==> src/rtl/rw_stage_registered.sv <==
// Registered register-write stage: captures the MA->RW bundle, selects writeback
// data and destination, and tracks halt and retired-instruction count.
module rw_stage_registered #(
    parameter int unsigned DATA_W   = 32,
    parameter int unsigned REG_AW   = 4,
    parameter int unsigned CTRL_W   = 22,
    parameter int unsigned RD_LSB   = 22,
    parameter int unsigned RA_INDEX = 15,
    parameter int unsigned PC_STEP  = 4,
    parameter int unsigned LD_BIT   = 1,
    parameter int unsigned CALL_BIT = 8,
    parameter int unsigned WB_BIT   = 6,
    parameter logic [4:0]  HALT_OPC = 5'b11111,
    parameter int unsigned CNT_W    = 32
) (
    input  logic              clk,
    input  logic              reset,
    input  logic              in_valid,
    input  logic              in_flush,
    input  logic [DATA_W-1:0] in_pc,
    input  logic [DATA_W-1:0] in_ld_result,
    input  logic [DATA_W-1:0] in_alu_result,
    input  logic [31:0]       in_ir,
    input  logic [CTRL_W-1:0] in_ctrl,
    output logic              rw_valid,
    output logic              rw_wb_en,
    output logic [REG_AW-1:0] rw_rd,
    output logic [DATA_W-1:0] rw_data,
    output logic [DATA_W-1:0] rw_pc,
    output logic              halted,
    output logic [CNT_W-1:0]  retired_count
);

    logic              r_valid;
    logic              r_wb_en;
    logic [REG_AW-1:0] r_rd;
    logic [DATA_W-1:0] r_data;
    logic [DATA_W-1:0] r_pc;
    logic              r_halted;
    logic [CNT_W-1:0]  r_count;

    logic              w_capture;
    logic              w_is_ld;
    logic              w_is_call;
    logic              w_is_wb;
    logic              w_is_halt;
    logic [DATA_W-1:0] w_ret_addr;
    logic [DATA_W-1:0] w_wb_data;
    logic [REG_AW-1:0] w_wb_rd;
    logic              w_unused;

    // Decode of the incoming bundle; call outranks load for data selection.
    always_comb begin
        w_capture  = in_valid & ~in_flush & ~r_halted;
        w_is_ld    = in_ctrl[LD_BIT];
        w_is_call  = in_ctrl[CALL_BIT];
        w_is_wb    = in_ctrl[WB_BIT];
        w_is_halt  = (in_ir[31:27] == HALT_OPC);
        w_ret_addr = in_pc + DATA_W'(PC_STEP);
        w_wb_data  = in_alu_result;
        if (w_is_call) begin
            w_wb_data = w_ret_addr;
        end else if (w_is_ld) begin
            w_wb_data = in_ld_result;
        end
        w_wb_rd = w_is_call ? REG_AW'(RA_INDEX) : in_ir[RD_LSB +: REG_AW];
    end

    // Only a subset of the instruction word and control bus is consumed here.
    assign w_unused = ^{in_ir, in_ctrl};

    always_ff @(posedge clk) begin
        if (reset) begin
            r_valid  <= 1'b0;
            r_wb_en  <= 1'b0;
            r_rd     <= '0;
            r_data   <= '0;
            r_pc     <= '0;
            r_halted <= 1'b0;
            r_count  <= '0;
        end else if (w_capture) begin
            r_valid <= 1'b1;
            r_wb_en <= w_is_wb & ~w_is_halt;
            r_rd    <= w_wb_rd;
            r_data  <= w_wb_data;
            r_pc    <= in_pc;
            if (w_is_halt) begin
                r_halted <= 1'b1;
            end
            if (r_count != {CNT_W{1'b1}}) begin
                r_count <= r_count + CNT_W'(1);
            end
        end else begin
            // Bubble: payload registers hold, strobes drop.
            r_valid <= 1'b0;
            r_wb_en <= 1'b0;
        end
    end

    assign rw_valid      = r_valid;
    assign rw_wb_en      = r_wb_en;
    assign rw_rd         = r_rd;
    assign rw_data       = r_data;
    assign rw_pc         = r_pc;
    assign halted        = r_halted;
    assign retired_count = r_count;

endmodule
==> config.mk <==
export PLATFORM = sky130hd
export DESIGN_NAME = rw_stage_registered
export DESIGN_NICKNAME = d
export VERILOG_FILES = /design/src/rtl/rw_stage_registered.sv
export SDC_FILE = /design/constraint.sdc
export NUM_CORES = 1
export LEC_CHECK = 0
export BUFFER_PORTS_ARGS = -buffer_cell sky130_fd_sc_hd__clkbuf_2
export CELL_PAD_IN_SITES_DETAIL_PLACEMENT = 0
export CELL_PAD_IN_SITES_GLOBAL_PLACEMENT = 1
export CORE_MARGIN = 3
export CORE_UTILIZATION = 32
export DETAILED_ROUTE_END_ITERATION = 16
export HOLD_SLACK_MARGIN = 0.15
export PLACE_DENSITY = 0.9
export RECOVER_POWER = 50
export SETUP_SLACK_MARGIN = 0.15
export SLEW_MARGIN = 0
export SYNTH_ARGS = -nofsm -noshare
export SYNTH_HDL_FRONTEND = slang
export SYNTH_SLANG_ARGS = --single-unit
==> constraint.sdc <==
create_clock -name clk -period 2.4 [get_ports clk]
set_clock_uncertainty 0.05 [all_clocks]
set_input_delay 0.72 -clock clk [delete_from_list [all_inputs] [get_ports clk]]
set_output_delay 0.72 -clock clk [all_outputs]
set_load 0.02 [all_outputs]
## Yosys cells after proc, flatten, opt, wreduce, memory -nomap -nowiden

Index checks and enable logic that the tools add are counted.

| cells by class | value |
|---|---|
| muxes and demuxes | 4 |
| $add $sub $neg | 2 |
| reduce and logical (&&, ||, !) cells | 3 |
| bitwise logic cells | 7 |
| equal/unequal tests | 2 |

Operators with widths:

| cell | number |
|---|---|
| 2-to-1 mux 32 bit | 2 |
| adder 32 x 1 -> 32 bit (second input constant) | 1 |
| adder 32 x 3 -> 32 bit (second input constant) | 1 |
| inequality test 32 bit (second input constant) | 1 |
| == test 5 bit (second input constant) | 1 |
| 2-to-1 mux 4 bit | 1 |
| inverter 1 bit | 4 |
| AND reduction 2 bit | 2 |
| AND 1 bit | 3 |
| OR reduction 2 bit | 1 |
| 2-to-1 mux 1 bit | 1 |

| word-level totals | value |
|---|---|
| output and inout port bits | 103 |
| bits in registers | 103 |
| bits of input ports | 154 |

## Longest topological paths before layout

Gate-level depths: netlist of the first run.

| depth | value |
|---|---|
| depth in word-level cells | 5 |
| mapped depth | 7 |
| gate-level depth less buffers | 6 |

## Worst setup path after synthesis of the first run

No wires, ideal clock.

| path | value |
|---|---|
| path type | input -> register |
| start | input port in_pc[13] |
| end | register r_data[27], in the netlist rw_data[27] |
| path buffers | 2 |
| cell stages on the path | 7 |
| setup time | 128 ps |
| arrival time | 2,059 ps |
| slack | 163 ps |
| cells stage by stage | nand4_2 > or4_1 > buf_6 > buf_6 > nor3_2 > xnor2_1 > o221ai_2 |

| on the way | value |
|---|---|
| word-level cells in the longest chain between the ends | 2 |

Ends and longest elaborated chain:

| what | RTL line | source |
|---|---|---|
| start, declared | 20 | `input logic [DATA_W-1:0] in_pc,` |
| adder 32 x 3 -> 32 bit | 59 | `w_ret_addr = in_pc + DATA_W'(PC_STEP);` |
| 2-to-1 mux 32 bit | 61 | `if (w_is_call) begin` |
| end signal, assigned | 85 | `r_data <= w_wb_data;` |
| end, declared | 37 | `logic [DATA_W-1:0] r_data;` |

No other way between the ends.
A chain may end at the register's enable or synchronous reset.

## Final worst setup path of the first run

| path | value |
|---|---|
| start | register r_count[11], in the netlist retired_count[11] |
| end | register r_count[5], in the netlist retired_count[5] |

| on the way | value |
|---|---|
| word-level cells in the longest chain between the ends | 2 |

Ends and longest elaborated chain:

| what | RTL line | source |
|---|---|---|
| start, declared | 40 | `logic [CNT_W-1:0] r_count;` |
| start signal, assigned | 91 | `r_count <= r_count + CNT_W'(1);` |
| inequality test 32 bit | 90 | `if (r_count != {CNT_W{1'b1}}) begin` |
| AND reduction 2 bit (no source line) | -- |  |

No other way between the ends.

==> metrics.txt, run 1 <==
CP max-delay cell=o31ai_1; synthesized instance count=656; Tot GR Track Use=0.188; CTS max path bufs=2; sequential cell area=0.00206 mm^2; CP cell instances=and4_1 -> nand4_1 -> o31ai_1 -> xor2_1 -> nor2_1; Ant. Diodes=0; Final Hold Vio Count=0; Via density=5.13; Layout area overhead=33.0%; Skew-Pair Late Insertion Delay=0.35 ns; Rows=46; WL final=17.2 mm; relative slew slack=0.481; critical path's largest stage delay=0.73 ns; gp weighted congestion=0.815; Syn. warnings=0; Clock H-tree levels=3; distinct cell type count after synthesis=52; maximum vdd drop=0.000390 V; Clock Sinks=103; status=finished clean; crit path max fanout=7; worst r2r dst=retired_count[5]; met2 wire len=8.14 mm; Top delay family on crit path=compound AO/OA/AOI/OAI gates; DIE WIDTH=134 um; mapped cell area=0.00522 mm^2; first-pass GRT wire length=27.0 mm; RSZ-0062 raised after global routing=no; Worst Setup SP=retired_count[11]; met3 routed WL=1.25 mm; mean area per synthesized cell=7.96 um^2; Hold Startpoint=rw_data[8]; top sig layer=met4; PostCTS Resize Cnt=0; Worst Path Class, Setup=flop to flop; Peak Freq=465 MHz; Critical Path Start Type=flop; reg2reg setup slack=0.25 ns; Die ar.=0.0179 mm^2; core area=0.0159 mm^2; Worst setup EP type=flop; nets=1,040; CTS tree=yes; CP arrival=2.34 ns; Tmin final=2.15 ns; Hold Crit Class=flop to flop; drt first-iter violations=363; WP data required=2.59 ns; WL/cell=15.6 um; DRC=0; I/O pins=257; initial antenna violation count=0; drt pass-1 iters=5; final setup fails=0; FILL cells=1,704; Total Power=4.01 mW; Post-synth EDFFs=0; R2R cell count=5; M1 WL=7.52 mm; # Post-CTS Setup Buffers=0; Die Ht=134 um; Port Buffers=214; DR vias=5,664; Synth async-reset ratio=0; pwr/cell area=578 mW/mm^2; Reg-to-Reg Start=retired_count[11]; Num CTS Buffers=9; Post-CTS Hold Buffers=0; number of global-route vias before repair=5,194; Worst Tran Pin Value=0.773 ns; Lkg Pwr=2.65 nW; layout cells sized above 1=0.225; Max-Cap Viols=0; Setup crit end=retired_count[5]; Final period util=0.896; area of the multi-input gates=0.00295 mm^2; WP depth=5; Final TNS setup=0 ns; total congestion overflow=0; Critical path buffers and inverters=0; Initial Util=0.327; Synth Flop Type=dfxtp_1; root buffer cell=clkbuf_16; CTS clock-pin slew for the worst setup and hold paths=0.08 ns; Post-DP HPWL=13.1 mm; Syn Nets=812; final hold slack=0.403 ns; Seq/Total Area, Yosys=0.395; DRT antenna net count=0; Pins Over Slew Limit=0; Seq cells post-synth=103; pin count of the biggest net entering global routing=47
-- state kept, by name (all words and copies together) (netlist names) --
| signal | flops |
|---|---|
| retired_count | 32 |
| rw_data | 32 |
| rw_pc | 32 |
| rw_rd | 4 |
| halted | 1 |
| rw_valid | 1 |
| rw_wb_en | 1 |
-- power by group --
| group | switching, mW | internal, mW |
|---|---|---|
| sequential | 0.0317 | 1.77 |
| combinational | 0.374 | 0.230 |
| clock | 0.685 | 0.917 |
-- cells by family after synthesis --
| family | count (synthesis) | synth area share |
|---|---|---|
| and+or+nand+nor | 276 | 0.265 |
| adders and majority gates | 2 | 0.00479 |
| buffers and inverters | 52 | 0.0405 |
| muxes | 28 | 0.0546 |
| xor gates and xnor gates | 32 | 0.0537 |
| AOI/OAI and AO/OA | 163 | 0.186 |
| DFF | 103 | 0.395 |
-- placed cells by master, fill, tap and decap left out, types with 20 or more instances in the layout --
cell type / count
o21ai_0: 31
dfxtp_1: 103
mux2i_1: 24
nor2_1: 27
nor3_1: 20
clkbuf_2: 124
clkbuf_1: 92
nand2_1: 121
xnor2_1: 25
buf_4: 43
a21oi_1: 76
nand3_1: 23
-- cells in the mapped netlist (3+ instances only) --
library cell / count / area [um^2]
dfxtp_1: 103 / 2060
nand4_1: 17 / 106
and2_1: 4 / 25.0
o21a_1: 3 / 22.5
and3_1: 7 / 43.8
nand2_1: 121 / 454
nor2b_1: 4 / 25.0
nor4_1: 10 / 62.6
nor3b_1: 3 / 22.5
a21oi_1: 76 / 380
nor2_1: 27 / 101
o21ai_0: 31 / 155
o31ai_1: 4 / 30.0
inv_1: 8 / 30.0
o211ai_1: 10 / 75.1
xor2_1: 7 / 61.3
o31a_1: 5 / 43.8
nor3_1: 20 / 100
nor3_2: 3 / 30.0
clkbuf_1: 39 / 146
mux2i_1: 24 / 240
nand3_1: 23 / 115
xnor2_1: 25 / 219
or3_1: 16 / 100
a211oi_1: 12 / 90.1
and4_1: 12 / 105
mux2_2: 4 / 45.0
o21ai_1: 3 / 15.0
a31oi_1: 5 / 31.3
-- worst min-delay path by stage --
stage	to	slack [ns]	cells after the start
finish	rw_data[8]	0.40	2
global route	rw_data[3]	0.42	2
CTS	rw_data[8]	0.41	2
detailed placement	rw_pc[15]	0.40	2
global placement	rw_data[24]	0.39	2
floorplan	rw_data[12]	0.48	2
-- layout make-up --
cell class,instances,share of cell area
Inverter,9,0.00487
Clock inverter,7,0.0133
Timing Repair Buffer,260,0.189
Clock buffer,9,0.0324
Multi-Input combinational cell,501,0.425
Tap cell,216,0.0389
Sequential cell,103,0.297
-- worst min-delay path: cells and delay by family (launching register included) --
family / cells / cell delay [ns]
DFF: 1 / 0.31
AOI/OAI and AO/OA: 1 / 0.05
and+or+nand+nor: 1 / 0.05
-- through the flow --
step / utilization / area, um^2 / worst slack [ns] / instances
after CTS: 0.443 / 7070 / 0.278 / 1105
after global placement: 0.423 / 6750 / -0.0980 / 1089
after detailed placement: 0.423 / 6750 / -0.0622 / 1089
after floorplan: - / 5220 / 0.163 / 656
after global routing: 0.435 / 6940 / 0.136 / 1105
final: 0.435 / 6940 / 0.250 / 1105
-- layer usage --
metal	global-route usage	vias up
met5	0	-
met4	0.0589	0
met2	0.305	202
met3	0.0468	21
met1	0.245	2622
li1	-	2819
Power figures use the tool's default switching activity.
==> run 2: changes to the inputs <==
- BUFFER_PORTS_ARGS: -buffer_cell sky130_fd_sc_hd__clkbuf_2 -> -buffer_cell sky130_fd_sc_hd__buf_2
- CORE_UTILIZATION: 32 -> 29
- PLACE_DENSITY: 0.9 -> 0.87
- clock period: 2.4 -> 1.9 ns (I/O delays scaled with it)
==> run 2 against run 1 <==
  * Wire length grew 18%
  * Sequential share of layout area fell by 4.5 points
  * Critical endpoint is now rw_data[29]
  * Hold slack got worse by 0.0035 ns
  * Design area grew 21%
  * Cell count increased by 8.6%
  * Critical path type is now input port to flop
  * Sequential power is 26% higher
  * Register-to-register slack got worse by 0.21 ns
  * Largest power group unchanged
==> metrics.txt, run 2 (synthesis gave the netlist of run 1 again) <==
status=finished clean (unchanged); drt first-iter violations=298 (was 363); Final period util=0.991; pwr/cell area=595 mW/mm^2 (was 578 mW/mm^2); Final Core Density=0.482 (was 0.435); final setup fails=0 (unchanged); Clock H-tree levels=3 (unchanged); Clock Sinks=103 (unchanged); Via density=5.02 (was 5.13); most frequent cells in the layout=buf_2 (119), nand2_1 (117), buf_4 (104) (was clkbuf_2 (124), nand2_1 (121), dfxtp_1 (103)); core area=0.0175 mm^2 (was 0.0159 mm^2); Layout Cells excl Fill=1,200 (was 1,105); first-pass GRT wire length=30.4 mm (was 27.0 mm); DRT antenna net count=0 (unchanged); total congestion overflow=0 (unchanged); layout cells sized above 1=0.395 (was 0.225); DRC=0 (unchanged); root buffer cell=clkbuf_16 (unchanged); CTS tree=yes (unchanged); WL final=20.3 mm (was 17.2 mm); Port Buffers=214 (unchanged); number of global-route vias before repair=5,710 (was 5,194); Post-DP HPWL=14.1 mm (was 13.1 mm); Skew-Pair Late Insertion Delay=0.34 ns (was 0.35 ns); Peak Freq=531 MHz; most common cell after layout, fill and taps aside=buf_2 (was clkbuf_2); initial antenna violation count=1 (was 0); gp weighted congestion=0.812 (was 0.815); Ant. Diodes=0 (unchanged); CP arrival=2.05 ns (was 2.34 ns); WL/cell=16.9 um (was 15.6 um); Rows=48 (was 46); sequential cell area=0.00212 mm^2 (was 0.00206 mm^2); Hold Crit Class=flop to flop (unchanged); drt pass-1 iters=5 (unchanged); Hold Crit Depth=2 (unchanged); Post-CTS Hold Buffers=0 (unchanged); slack of the critical path=0.0173 ns (was 0.250 ns); FILL cells=1,664 (was 1,704); DIE WIDTH=140 um (was 134 um); relative slew slack=0.672 (was 0.481); Tot GR Track Use=0.191 (was 0.188); maximum vdd drop=0.000424 V (was 0.000390 V); Die ar.=0.0196 mm^2 (was 0.0179 mm^2); Layout area overhead=61.4% (was 33.0%); Lkg Pwr=3.39 nW (was 2.65 nW); RSZ-0062 raised after global routing=yes (was no); Critical Path Start Type=input port (was flop); DP Worst Slack=-0.521 ns (was -0.0622 ns); I/O pins=257 (unchanged); Num CTS Buffers=9 (unchanged); area of the multi-input gates=0.00347 mm^2 (was 0.00295 mm^2); Die Ht=140 um (was 134 um); Initial Util=0.299 (was 0.327); CTS max path bufs=2 (unchanged); Final Hold Vio Count=0 (unchanged); Pins Over Slew Limit=0 (unchanged); crit path max fanout=5 (was 7); Worst setup EP type=flop (unchanged); WP data required=2.07 ns (was 2.59 ns); Cells after DPL=1,142 (was 1,089); R2R cell count=6 (was 5); Worst Tran Pin Value=0.492 ns (was 0.773 ns); DR vias=6,026 (was 5,664); Worst Path Class, Setup=input port to flop (was flop to flop); Max-Cap Viols=0 (unchanged); CTS clock-pin slew for the worst setup and hold paths=0.07 ns (was 0.08 ns); Tmin final=1.88 ns; pin count of the biggest net entering global routing=73 (was 47); nets=1,127 (was 1,040)
[run 2: changes by cell type in the layout (fill, tap and decap cells not counted), sizes merged]
cell	delta
clkinv	-2
inv	-2
buf	+217
clkinvlp	+1
bufinv	-2
clkbuf	-126
[run 2: final cells by class]
type / count / share of cell area
timing repair buffer: 347 / 0.264
inverter: 9 / 0.00401
tap: 225 / 0.0334
sequential: 103 / 0.252
multi-input combinational: 501 / 0.412
clock buffer: 13 / 0.0334
clock inverter: 2 / 0.00149
[run 2: power breakdown]
group          total (mW)  switching [mW]  internal [mW]
logic               0.890           0.522          0.368
clock network        1.85           0.818           1.03
registers            2.27          0.0443           2.23
[run 2: worst max-delay path, stage by stage]
cell     delay (ns)
buf_6          0.08
nand4_4        0.11
or4_4          0.57
buf_12         0.17
o31a_1         0.28
o21ai_2        0.19
a21oi_1        0.08
[run 2: path summary, 6_finish.rpt]
path	startpoint	endpoint	slack, ns
hold reg to reg	rw_data[13]	rw_data[13]	0.40
hold / removal	rw_data[13]	rw_data[13]	0.40
setup / recovery	in_pc[10]	rw_data[29]	0.02
setup reg to reg	retired_count[12]	retired_count[31]	0.04
[run 2: repair_timing]
action	in CTS	in global routing
endpoints found under the setup margin	57	58
gates cloned	4	2
gates resized for setup	61	84
pin swaps	38	57
setup buffers	23	14
[run 2: metrics by stage]
| step | cell area (um^2) | total power, mW | hold slack, ns | TNS, ns |
|---|---|---|---|---|
| after floorplan | 5430 | 2.75 | 0.467 | -0.617 |
| after global placement | 7280 | 3.16 | 0.386 | -15.82 |
| after detailed placement | 7280 | 3.17 | 0.392 | -17.54 |
| after CTS | 8080 | 5.06 | 0.395 | 0 |
| after global routing | 8420 | 5.23 | 0.400 | -0.297 |
| final | 8420 | 5.01 | 0.399 | 0 |
[run 2: layer usage]
| layer | global-route usage | vias to the layer above | share of wire |
|---|---|---|---|
| met5 | 0 | - | 0.00064 |
| met4 | 0.0637 | 2 | 0.024 |
| met3 | 0.0300 | 34 | 0.044 |
| met2 | 0.306 | 176 | 0.48 |
| met1 | 0.263 | 2818 | 0.45 |
| li1 | - | 2996 | - |
